**config.mk**
```make
export PLATFORM = sky130hd
export DESIGN_NAME = uart_hex_tx_flat
export DESIGN_NICKNAME = d
export VERILOG_FILES = /design/src/rtl/uart_hex_tx_if.sv /design/src/rtl/uart_hex_tx.sv /design/src/flat_wrapper.sv
export SDC_FILE = /design/constraint.sdc
export NUM_CORES = 1
export LEC_CHECK = 0
export ABC_AREA = 1
export BUFFER_PORTS_ARGS = -buffer_cell sky130_fd_sc_hd__buf_2
export CAP_MARGIN = 10
export CORE_MARGIN = 2
export CORE_UTILIZATION = 35
export CTS_BUF_LIST = sky130_fd_sc_hd__clkbuf_8 sky130_fd_sc_hd__clkbuf_16
export CTS_CLUSTER_SIZE = 8
export DETAILED_ROUTE_END_ITERATION = 7
export PLACE_DENSITY = 0.68
export SETUP_SLACK_MARGIN = 0.3
export SYNTH_ARGS = -nofsm -noshare
export SYNTH_HDL_FRONTEND = slang
export SYNTH_SLANG_ARGS = --single-unit
```
**constraint.sdc**
```tcl
create_clock -name clk -period 2 [get_ports clk]
set_input_delay 0.5 -clock clk [delete_from_list [all_inputs] [get_ports clk]]
set_output_delay 0.5 -clock clk [all_outputs]
set_load 0.02 [all_outputs]
```
**src/rtl/uart_hex_tx_if.sv**
```systemverilog
// Word handshake and UART transmit-FIFO write port of uart_hex_tx.
// master drives words and FIFO status; slave is the hex formatter itself.
interface uart_hex_tx_if;
    logic [15:0] word_in;
    logic        word_valid;
    logic        word_ready;
    logic [7:0]  w_data;
    logic        wr_uart;
    logic        tx_full;

    modport master (
        output word_in,
        output word_valid,
        output tx_full,
        input  word_ready,
        input  w_data,
        input  wr_uart
    );

    modport slave (
        input  word_in,
        input  word_valid,
        input  tx_full,
        output word_ready,
        output w_data,
        output wr_uart
    );
endinterface

```
**src/rtl/uart_hex_tx.sv**
```systemverilog
// Formats a 16-bit word as four uppercase ASCII hex characters (optionally CR LF)
// and writes them one per cycle into a UART transmit FIFO, honouring FIFO-full backpressure.
module uart_hex_tx #(
    parameter int unsigned SEND_CRLF = 1
) (
    input  logic         clk,
    input  logic         reset,
    uart_hex_tx_if.slave bus,
    output logic         busy,
    output logic [15:0]  words_sent
);

    localparam logic [0:0] ST_IDLE  = 1'b0;
    localparam logic [0:0] ST_SEND  = 1'b1;
    localparam logic [2:0] LAST_IDX = (SEND_CRLF != 0) ? 3'd5 : 3'd3;

    logic [0:0]  state_q, state_d;
    logic [2:0]  idx_q, idx_d;
    logic [15:0] word_q, word_d;
    logic [15:0] words_sent_q, words_sent_d;
    logic [3:0]  nibble;
    logic [7:0]  char;
    logic        wr;

    function automatic logic [7:0] hex_ascii(input logic [3:0] n);
        if (n < 4'd10) begin
            return 8'h30 + {4'h0, n};
        end
        return 8'h37 + {4'h0, n};
    endfunction

    always_comb begin
        nibble = 4'h0;
        case (idx_q[1:0])
            2'd0:    nibble = word_q[15:12];
            2'd1:    nibble = word_q[11:8];
            2'd2:    nibble = word_q[7:4];
            default: nibble = word_q[3:0];
        endcase
    end

    always_comb begin
        char = 8'h00;
        if (state_q == ST_SEND) begin
            case (idx_q)
                3'd0, 3'd1, 3'd2, 3'd3: char = hex_ascii(nibble);
                3'd4: if (SEND_CRLF != 0) char = 8'h0D;
                3'd5: if (SEND_CRLF != 0) char = 8'h0A;
                default: char = 8'h00;
            endcase
        end
    end

    // Reset gates the strobes combinationally so an abandoned word never leaks a byte.
    assign wr             = (state_q == ST_SEND) && !bus.tx_full && !reset;
    assign bus.wr_uart    = wr;
    assign bus.w_data     = char;
    assign bus.word_ready = (state_q == ST_IDLE) && !reset;
    assign busy           = (state_q == ST_SEND);
    assign words_sent     = words_sent_q;

    always_comb begin
        state_d      = state_q;
        idx_d        = idx_q;
        word_d       = word_q;
        words_sent_d = words_sent_q;
        case (state_q)
            ST_IDLE: begin
                if (bus.word_valid) begin
                    word_d  = bus.word_in;
                    idx_d   = 3'd0;
                    state_d = ST_SEND;
                end
            end
            ST_SEND: begin
                if (wr) begin
                    if (idx_q == LAST_IDX) begin
                        state_d      = ST_IDLE;
                        idx_d        = 3'd0;
                        words_sent_d = words_sent_q + 16'd1;
                    end else begin
                        idx_d = idx_q + 3'd1;
                    end
                end
            end
            default: state_d = ST_IDLE;
        endcase
    end

    always_ff @(posedge clk) begin
        if (reset) begin
            state_q      <= ST_IDLE;
            idx_q        <= 3'd0;
            word_q       <= 16'h0000;
            words_sent_q <= 16'h0000;
        end else begin
            state_q      <= state_d;
            idx_q        <= idx_d;
            word_q       <= word_d;
            words_sent_q <= words_sent_d;
        end
    end

endmodule

```
**src/flat_wrapper.sv**
```systemverilog
// flat-port wrapper written by rule: the top's interface ports become plain ports
module uart_hex_tx_flat 
#(
    parameter int unsigned SEND_CRLF = 1
)
  (clk, reset, busy, words_sent, bus_word_in, bus_word_valid, bus_tx_full, bus_word_ready, bus_w_data, bus_wr_uart);
  uart_hex_tx_if bus_i ();
  input  logic clk;
  input  logic reset;
  output logic busy;
  output logic [15:0] words_sent;
  input wire logic [$bits(bus_i.word_in)-1:0] bus_word_in;
  input wire logic [$bits(bus_i.word_valid)-1:0] bus_word_valid;
  input wire logic [$bits(bus_i.tx_full)-1:0] bus_tx_full;
  output wire logic [$bits(bus_i.word_ready)-1:0] bus_word_ready;
  output wire logic [$bits(bus_i.w_data)-1:0] bus_w_data;
  output wire logic [$bits(bus_i.wr_uart)-1:0] bus_wr_uart;
  assign bus_i.word_in = bus_word_in;
  assign bus_i.word_valid = bus_word_valid;
  assign bus_i.tx_full = bus_tx_full;
  assign bus_word_ready = bus_i.word_ready;
  assign bus_w_data = bus_i.w_data;
  assign bus_wr_uart = bus_i.wr_uart;
  uart_hex_tx #(.SEND_CRLF(SEND_CRLF)) u_core (.clk(clk), .reset(reset), .bus(bus_i), .busy(busy), .words_sent(words_sent));
endmodule
```
==> results of run 1 <==
## tightest hold or removal path: stages
cell	delay (ps)
buf_2	70
o21ai_0	70
nor2_1	70
## per-layer routing
| metal | wire length [um] | share of wire (%) | track usage, % | vias up |
|---|---|---|---|---|
| li1 | - | - | - | 1087 |
| met1 | 2474 | 49 | 23.42 | 934 |
| met2 | 2339 | 46 | 28.63 | 44 |
| met3 | 153 | 3.0 | 3.409 | 7 |
| met4 | 72 | 1.4 | 5.690 | 0 |
| met5 | 0 | 0 | 0 | - |
## report_power, final
part	switching (W)	internal, W	leakage [nW]
Combinational	0.000180	0.000138	0.895
Clock	0.000247	0.000271	0.0538
Sequential	0.0000275	0.000749	0.296
Total	0.000454	0.00116	1.24
## logic make-up after synthesis
| kind of cell | count (synthesis) | share of synthesized area, % |
|---|---|---|
| compound gates | 49 | 12.77 |
| xor+xnor | 4 | 1.788 |
| fa+ha+maj | 3 | 1.916 |
| buf+inv | 41 | 8.620 |
| flops | 36 | 36.78 |
| other cells | 1 | 0.1914 |
| simple gates | 157 | 37.93 |
## cell usage in the layout (no fill, tap or decap), types with 9 or more instances in the layout
| cell | netlist | routed |
|---|---|---|
| a21oi_1 | 20 | 16 |
| nand3_1 | 21 | 13 |
| nand2_1 | 56 | 51 |
| buf_4 | 1 | 29 |
| nor2_1 | 53 | 51 |
| nand4_1 | 9 | 9 |
| dfxtp_1 | 36 | 33 |
| buf_2 | 3 | 37 |
| o21ai_0 | 26 | 21 |
| inv_1 | 28 | 24 |
## per-stage QoR
stage | area, um2 | setup WS, ps | TNS [ps] | std cells
final | 2756 | -335.2 | -1855 | 436
after global routing | 2756 | -429.1 | -2546 | 436
after CTS | 2704 | -277.3 | -1654 | 434
after detailed placement | 2469 | -101.8 | -249.1 | 421
after global placement | 2469 | -66.37 | -102.8 | 421
after floorplan | 2043 | 71.57 | 0 | 291
## timing repair
| action | CTS | global route |
|---|---|---|
| pin swaps | 23 | 11 |
| setup endpoints to repair | 7 | 13 |
| resized for setup | 34 | 13 |
| gates cloned | 0 | 0 |
| setup buffers | 5 | 2 |
| hold buffers | 0 | 0 |
## cell type report
type | count | area (um2) | area share, %
clock buffers | 6 | 82.58 | 2.996
clock inverters | 2 | 7.507 | 0.2724
inverters | 32 | 128.9 | 4.675
multi-input cells | 214 | 1225 | 44.44
flip-flops and latches | 36 | 729.5 | 26.46
well taps | 72 | 90.09 | 3.268
repair buffers | 74 | 493.0 | 17.88
## flip-flops by register name, summed over array words and instances (netlist names)
| register | flops |
|---|---|
| u_core.idx_q | 3 |
| u_core.word_q | 16 |
| u_core.busy | 1 |
| u_core.words_sent | 16 |
## worst max path at each step
stage,slack [ps],to,startpoint
after detailed placement,-100,bus_w_data[2],u_core.idx_q[0]
after global routing,-430,bus_w_data[2],u_core.idx_q[0]
final,-340,bus_w_data[2],u_core.idx_q[1]
after global placement,-70,bus_w_data[2],u_core.idx_q[0]
after CTS,-280,bus_w_data[2],u_core.idx_q[0]
after floorplan,70,bus_w_data[2],u_core.idx_q[0]
==> flow_metrics.env, run 1 <==
export IMPL_critical_path_reg2reg_startpoint="u_core.idx_q[0]"
export IMPL_hold_ws_ps=464.2
export IMPL_rsz_0062_raised_after_global_routing="yes"
export IMPL_synth_top_cells_by_count="nand2_1, nor2_1, dfxtp_1"
export IMPL_synth_yosys_seq_area_share_pct=36.78
export IMPL_timing_final_setup_violations=7
export IMPL_worst_slack_ps=-335.2
export IMPL_timing_critical_path_depth=10
export IMPL_synth_largest_area_cell="dfxtp_1"
export IMPL_worstPathRequired_ps=1500
export IMPL_htree_num_levels=2
export IMPL_finish_net_count=386
export IMPL_post_layout_total_power_w=0.001613
export IMPL_hold_path_cell_count=3
export IMPL_post_route_min_period_ps=2335
export IMPL_crit_buf_inv=4
export IMPL_cp_arrival_ps=1840
export IMPL_ys_warnings_count=0
export IMPL_holdPathEnd="u_core.word_q[14]"
export IMPL_skew_ps=5.626
export IMPL_final_layout_size_suffix_gt1_share_pct=35.44
export IMPL_areaGrowthSynthToFinish_pct=40.68
export IMPL_cts_sinks=36
export IMPL_post_drt_via_cell_ratio=4.752
export IMPL_crit_fanout=6
export IMPL_synthesis_nets=314
export IMPL_final_max_slew_violation_count=0
export IMPL_routed_via_count=2072
export IMPL_leading_cell_type_by_number_of_instances_after_synthesis="nand2_1"
export IMPL_floorplan_die_height_um=78.82
export IMPL_cp_slowest_stage_delay_ps=410
export IMPL_finalCritPeriodShare_pct=116.8
export IMPL_final_core_density_pct=50.37
export IMPL_cts_root_buffer_cell="clkbuf_8"
export IMPL_fillers=564
export IMPL_cts_made_buffers=5
export IMPL_hold_path_startpoint="bus_word_in[14]"
export IMPL_chipWidth_um=78.82
export IMPL_setup_worst_path_end_class="output pin"
export IMPL_rows=27
export IMPL_first_global_vias=1978
export IMPL_synth_ff_type="dfxtp_1"
export IMPL_detailed_route_iter0_violations=96
export IMPL_r2r_worst_path_cells=10
export IMPL_crit_family="buffers and inverters"
export IMPL_cts_max_path_buffers=2
export IMPL_worstHoldPathType="input port to flop"
export IMPL_antenna_cells_inserted=0
export IMPL_synth_top_area_share_pct=36.78
export IMPL_power_ir_vdd_worst_uv=243.0
export IMPL_cellLeakagePower_nw=1.244
export IMPL_drt_drc_violations_left=0
export IMPL_post_dp_hpwl_um=3758
export IMPL_syn_mean_instance_area_um2=6.733
export IMPL_antenna_found_initial=0
export IMPL_ios=47
export IMPL_pwr_density_cell_mw_per_mm2=585.0
export IMPL_crit_type="flop to output pin"
export IMPL_outcome="finished, violations left"
export IMPL_critical_path_cell_sequence="inv_2 > buf_4 > nand3_1 > nand4_1 > inv_2 > a21oi_4 > nand2_1 > nand2_2 > a21oi_4 > buf_6"
export IMPL_dr_pass1_iters=4
export IMPL_grt_start_max_net_pins=25
export IMPL_path_clk_slew_ps=70
export IMPL_reg2reg_slack_ps=340
export IMPL_grt_first_pass_wirelength_um=8859
export IMPL_synthDistinctLibCells=32
export IMPL_routedWlPerCell_um=11.56
export IMPL_timing_max_cap_violations=0
export IMPL_grt_usage_pct=17.56
export IMPL_floorplan_die_area_mm2=0.006213
export IMPL_initial_utilization_pct=35.80
export IMPL_cts_tree="built"
export IMPL_place_gp_congestion=0.8834
export IMPL_synth_cells=291
export IMPL_netlist_top_cells_area="dfxtp_1, nand2_1, nor2_1, o21ai_0, inv_1"
export IMPL_cpMaxStageDelayCell="dfxtp_4"
export IMPL_achievable_frequency_ghz=0.4282
export IMPL_synthArstFlopShare_pct=0
export IMPL_startpoint_type="flop"
export IMPL_crit_reg2reg_capture="u_core.words_sent[8]"
export IMPL_antenna_left=0
export IMPL_worstSkewPairLatency_ps=290
export IMPL_failed_checks="negative setup slack"
export IMPL_synth_seq_cells=36
export IMPL_design_core_area_mm2=0.005473
export IMPL_routed_wl_um=5040
export IMPL_hold_viol_final=0
export IMPL_grt_ovfl_total=0
export IMPL_portBuffers=45
export IMPL_synth_area_mm2=0.001959
export IMPL_synth_edff_count=0
Power figures use the tool's default switching activity.
==> run 2, diff against run 1 <==
RECOVER_POWER = 50   (was not set)
==> flow_metrics.env, run 2 (synthesis gave the netlist of run 1 again) <==
export IMPL_outcome="finished, violations left"
export IMPL_failed_checks="negative setup slack"
export IMPL_htree_num_levels=2
export IMPL_drt_drc_violations_left=0
export IMPL_post_drt_via_cell_ratio=4.784
export IMPL_reg2reg_slack_ps=140
export IMPL_crit_fanout=6
export IMPL_antenna_found_initial=0
export IMPL_met3_routed_wl_um=155
export IMPL_design_core_area_mm2=0.005473
export IMPL_grt_usage_pct=17.56
export IMPL_cp_arrival_ps=1840
export IMPL_critical_path_reg2reg_startpoint="u_core.idx_q[0]"
export IMPL_place_gp_congestion=0.8834
export IMPL_floorplan_die_area_mm2=0.006213
export IMPL_mostFrequentLayoutCells="nand2_1, nor2_1, dfxtp_1, buf_4, inv_1"
export IMPL_layout_cells_non_filler=436
export IMPL_fillers=574
export IMPL_worst_slack_ps=-336.4
export IMPL_grt_start_max_net_pins=25
export IMPL_cts_tree="built"
export IMPL_dp_slack_ps=-101.8
export IMPL_met2_length_um=2351
export IMPL_worstHoldPathType="input port to flop"
export IMPL_timing_max_cap_violations=0
export IMPL_chipWidth_um=78.82
export IMPL_post_route_min_period_ps=2336
export IMPL_cts_sinks=36
export IMPL_final_layout_size_suffix_gt1_share_pct=30.49
export IMPL_ios=47
export IMPL_achievable_frequency_ghz=0.4280
export IMPL_hold_viol_final=0
export IMPL_pwr_density_cell_mw_per_mm2=592.6
export IMPL_rsz_0062_raised_after_global_routing="yes"
export IMPL_cts_made_buffers=5
export IMPL_rows=27
export IMPL_crit_reg2reg_capture="u_core.words_sent[0]"
export IMPL_antenna_left=0
export IMPL_floorplan_die_height_um=78.82
export IMPL_worst_setup_path_endpoint="bus_w_data[2]"
export IMPL_cellLeakagePower_nw=1.171
export IMPL_initial_utilization_pct=35.80
export IMPL_detail_route_wirelength_met1_um=2492
export IMPL_slew_headroom_pct=66.12
export IMPL_post_place_cells=421
export IMPL_dr_pass1_iters=4
export IMPL_detailed_route_iter0_violations=102
export IMPL_crit_type="flop to output pin"
export IMPL_route_top_layer_used="met4"
export IMPL_r2r_worst_path_cells=8
export IMPL_final_max_slew_violation_count=0
export IMPL_post_dp_hpwl_um=3758
export IMPL_grt_ovfl_total=0
export IMPL_finish_net_count=386
export IMPL_cts_max_path_buffers=2
export IMPL_antenna_cells_inserted=0
export IMPL_cts_root_buffer_cell="clkbuf_8"
export IMPL_final_core_density_pct=49.61
export IMPL_routed_wl_um=5070
export IMPL_worstSkewPairLatency_ps=290
export IMPL_setup_worst_path_end_class="output pin"
export IMPL_skew_ps=6.417
export IMPL_timing_critical_path_from="u_core.idx_q[1]"
export IMPL_areaGrowthSynthToFinish_pct=38.57
export IMPL_startpoint_type="flop"
export IMPL_worstPathRequired_ps=1500
export IMPL_least_margin_pin_slew_ps=508.2
export IMPL_first_global_vias=1978
export IMPL_routedWlPerCell_um=11.63
export IMPL_grt_first_pass_wirelength_um=8859
export IMPL_portBuffers=45
export IMPL_path_clk_slew_ps=70
export IMPL_routed_via_count=2086
export IMPL_finalCritPeriodShare_pct=116.8
export IMPL_timing_final_setup_violations=7
export IMPL_power_ir_vdd_worst_uv=243.1
==> run 2: metal layers <==
layer  track usage [%]  up-vias
li1                  -     1086
met1             23.42      945
met2             28.63       48
met3             3.409        7
met4             5.690        0
met5                 0        -
==> run 2: worst min-delay path by stage <==
stage                      from                end  slack [ps]  depth (start not counted)
2_1_floorplan  u_core.word_q[2]   u_core.word_q[2]         440                          2
3_3_place_gp   u_core.word_q[2]   u_core.word_q[2]         470                          2
3_5_place_dp   u_core.word_q[2]   u_core.word_q[2]         480                          2
4_1_cts          bus_word_in[3]   u_core.word_q[3]         460                          3
5_1_grt          bus_word_in[3]   u_core.word_q[3]         480                          3
6_report        bus_word_in[14]  u_core.word_q[14]         470                          3
==> run 2: repair_timing <==
action / in CTS / in global routing
setup endpoints to repair: 7 / 13
pin swaps: 23 / 11
buffers inserted: 5 / 2
hold buffers: 0 / 0
gates resized for setup: 34 / 13
==> run 2: final cells by class <==
type                    count  area, um2  area share, %
clock buffers               6      82.58          3.041
inverters                  32      126.4          4.654
repair buffers             74      469.2          17.28
well taps                  72      90.09          3.318
clock inverters             2      7.507         0.2765
flip-flops and latches     36      728.2          26.82
multi-input cells         214       1211          44.61
==> run 2: worst max-delay path, cell delays in order (launching register included) <==
cell     delay, ps
dfxtp_4        410
inv_2           80
buf_4          150
nand3_1         60
nand4_1        230
inv_2          150
a21oi_4         50
nand2_1         70
nand2_2         70
a21oi_4        140
buf_6          130
==> run 2: metrics by stage <==
stage	area, um2	power [W]	hold WS, ps	TNS (ps)
final	2715	0.001609	466.1	-1863
after global routing	2715	0.001696	477.6	-2598
after CTS	2704	0.001615	464.5	-1654
after detailed placement	2469	0.001070	477.8	-249.1
after global placement	2469	0.001066	466.1	-102.8
after floorplan	2043	0.0009705	443.9	0
==> run 2: power by group <==
group          internal (W)  switching [W]
clock              0.000271       0.000247
combinational      0.000136       0.000179
sequential         0.000749      0.0000275
total               0.00116       0.000454
==> run 3, diff against run 2 <==
SETUP_SLACK_MARGIN = 0.4   (was 0.3)
==> flow_metrics.env, run 3 (synthesis gave the netlist of run 1 again) <==
export IMPL_cp_slowest_stage_delay_ps=400
export IMPL_cts_root_buffer_cell="clkbuf_8"
export IMPL_worstPathRequired_ps=1500
export IMPL_cpMaxStageDelayCell="dfxtp_4"
export IMPL_portBuffers=45
export IMPL_multiInputGateArea_mm2=0.001262
export IMPL_rows=27
export IMPL_clock_power_share_pct=29.6
export IMPL_reg2reg_slack_ps=450
export IMPL_cts_made_buffers=5
export IMPL_pwr_share_seq_pct=48.5
export IMPL_crit_type="flop to output pin"
export IMPL_worstSkewPairLatency_ps=280
export IMPL_ff_latch_area_um2=730.7
export IMPL_layout_commonest_cell="nor2_1"
export IMPL_crit_fanout=8
export IMPL_p_int_w=0.001135
export IMPL_grt_first_pass_wirelength_um=8790
export IMPL_outcome="finished, violations left"
export IMPL_antenna_found_initial=0
export IMPL_share_comb_of_total_power_pct=21.8
export IMPL_chipWidth_um=78.82
export IMPL_place_gp_congestion=0.8860
export IMPL_crit_reg2reg_capture="u_core.words_sent[7]"
export IMPL_finish_net_count=392
export IMPL_post_drt_via_cell_ratio=4.762
export IMPL_drt_drc_violations_left=0
export IMPL_htree_num_levels=2
export IMPL_setup_worst_path_end_class="output pin"
export IMPL_cts_max_path_buffers=2
export IMPL_cts_sinks=36
export IMPL_grt_start_max_net_pins=25
export IMPL_worstHoldPathType="input port to flop"
export IMPL_routed_wl_um=5298
export IMPL_design_core_area_mm2=0.005473
export IMPL_achievable_frequency_ghz=0.4305
export IMPL_post_layout_total_power_w=0.001600
export IMPL_critical_path_cell_sequence="nor2_4 > buf_6 > nand2_2 > nand4_1 > buf_4 > nand2_4 > nand2_2 > nand3_2 > a21oi_4 > buf_6"
export IMPL_detailed_route_iter0_violations=175
export IMPL_crit_buf_inv=3
export IMPL_routedWlPerCell_um=12.01
export IMPL_finalCritPeriodShare_pct=116.1
export IMPL_hold_viol_final=0
export IMPL_failed_checks="negative setup slack"
export IMPL_post_dp_hpwl_um=3755
export IMPL_post_route_min_period_ps=2323
export IMPL_grt_ovfl_total=0
export IMPL_cp_arrival_ps=1820
export IMPL_final_layout_size_suffix_gt1_share_pct=38.21
export IMPL_worst_slack_ps=-322.6
export IMPL_antenna_cells_inserted=0
export IMPL_cts_tree="built"
export IMPL_floorplan_die_height_um=78.82
export IMPL_pwr_density_cell_mw_per_mm2=563.3
export IMPL_routed_via_count=2100
export IMPL_critical_path_reg2reg_startpoint="u_core.idx_q[1]"
export IMPL_antenna_left=0
export IMPL_initial_utilization_pct=35.80
export IMPL_timing_final_setup_violations=7
export IMPL_hold_path_startpoint="bus_word_in[12]"
export IMPL_final_max_slew_violation_count=0
export IMPL_grt_usage_pct=17.65
export IMPL_rsz_0062_raised_after_global_routing="yes"
export IMPL_swShare_pct=29.10
export IMPL_holdPathEnd="u_core.word_q[12]"
export IMPL_skew_ps=4.737
export IMPL_mostFrequentLayoutCells="nor2_1, nand2_1, buf_2, dfxtp_1, buf_4"
export IMPL_areaGrowthSynthToFinish_pct=45.02
export IMPL_startpoint_type="flop"
export IMPL_path_clk_slew_ps=70
export IMPL_fillers=531
export IMPL_crit_family="simple AND/OR/NAND/NOR gates"
export IMPL_hold_ws_ps=459.1
export IMPL_power_ir_vdd_worst_uv=276.6
export IMPL_timing_max_cap_violations=0
export IMPL_cellLeakagePower_nw=1.276
export IMPL_p_sw_w=0.0004657
export IMPL_hold_path_cell_count=3
export IMPL_r2r_worst_path_cells=9
export IMPL_dr_pass1_iters=5
export IMPL_ios=47
export IMPL_first_global_vias=1931
export IMPL_floorplan_die_area_mm2=0.006213
[run 3: changes by cell type in the layout (fill, tap and decap cells not counted), moves of 2 or more]
| cell | delta |
|---|---|
| buf_2 | +17 |
| buf_6 | +3 |
| clkbuf_1 | -16 |
| dfxtp_1 | -2 |
| dfxtp_2 | +2 |
| nand2_1 | -7 |
| nand2_2 | +5 |
| nand3_1 | +2 |
| nand3_2 | -4 |
| nand3_4 | +2 |
| nor2_2 | +3 |
| nor2_4 | -2 |
| o21ai_1 | -2 |
[run 3: how the worst max path moves through the flow]
| stage | from | end | cells past startpoint |
|---|---|---|---|
| detailed placement | u_core.idx_q[0] | bus_w_data[2] | 12 |
| CTS | u_core.idx_q[1] | bus_w_data[1] | 10 |
| global placement | u_core.idx_q[0] | bus_w_data[2] | 12 |
| global route | u_core.idx_q[0] | bus_w_data[0] | 10 |
| floorplan | u_core.idx_q[0] | bus_w_data[2] | 12 |
| finish | u_core.idx_q[0] | bus_w_data[0] | 10 |
[run 3: repair_timing]
action,in CTS,in global routing
buffers inserted,1,12
hold buffers,0,0
resized for setup,21,35
pin swaps,10,24
endpoints found under the setup margin,10,15
[run 3: layout make-up]
type / count / area share [%]
Multi-Input combinational cell: 214 / 44.43
Sequential cell: 36 / 25.72
Timing Repair Buffer: 80 / 19.55
Inverter: 32 / 4.403
Tap cell: 72 / 3.170
Clock buffer: 5 / 2.422
Clock inverter: 2 / 0.3082
[run 3: stage by stage]
stage          utilization [%]  TNS, ps  instance area, um2  worst slack [ps]  instances
2_1_floorplan                -        0                2043             71.57        291
3_5_place_dp             45.11   -257.7                2469            -104.1        421
5_1_grt                  51.92    -2484                2841            -395.3        441
3_3_place_gp             45.11   -81.31                2469            -62.72        421
6_report                 51.92    -1940                2841            -322.6        441
4_1_cts                  47.81    -1781                2616            -315.1        429
[run 3: worst register-to-register path, stage by stage, from the launching register on]
cell,delay (ps)
dfxtp_4,390
inv_2,90
buf_4,130
nand3_4,100
inv_4,90
nand2_8,90
nor2_4,130
nand4_1,190
o21ai_1,190
a21oi_1,50
[run 3: power by group through the flow]
stage / registers, W / clock network (W) / logic [W]
3_3_place_gp: 0.000791 / 0 / 0.000276
6_report: 0.000777 / 0.000475 / 0.000349
5_1_grt: 0.000780 / 0.000525 / 0.000389
2_1_floorplan: 0.000784 / 0 / 0.000186
3_5_place_dp: 0.000792 / 0 / 0.000280
4_1_cts: 0.000775 / 0.000489 / 0.000296
[run 3: layer usage]
| layer | share of wire (%) | up-vias | GRT usage, % |
|---|---|---|---|
| met5 | 0 | - | 0 |
| met4 | 1.6 | 0 | 6.897 |
| met3 | 3.0 | 7 | 3.750 |
| met2 | 47 | 36 | 28.46 |
| met1 | 48 | 960 | 23.09 |
| li1 | - | 1097 | - |
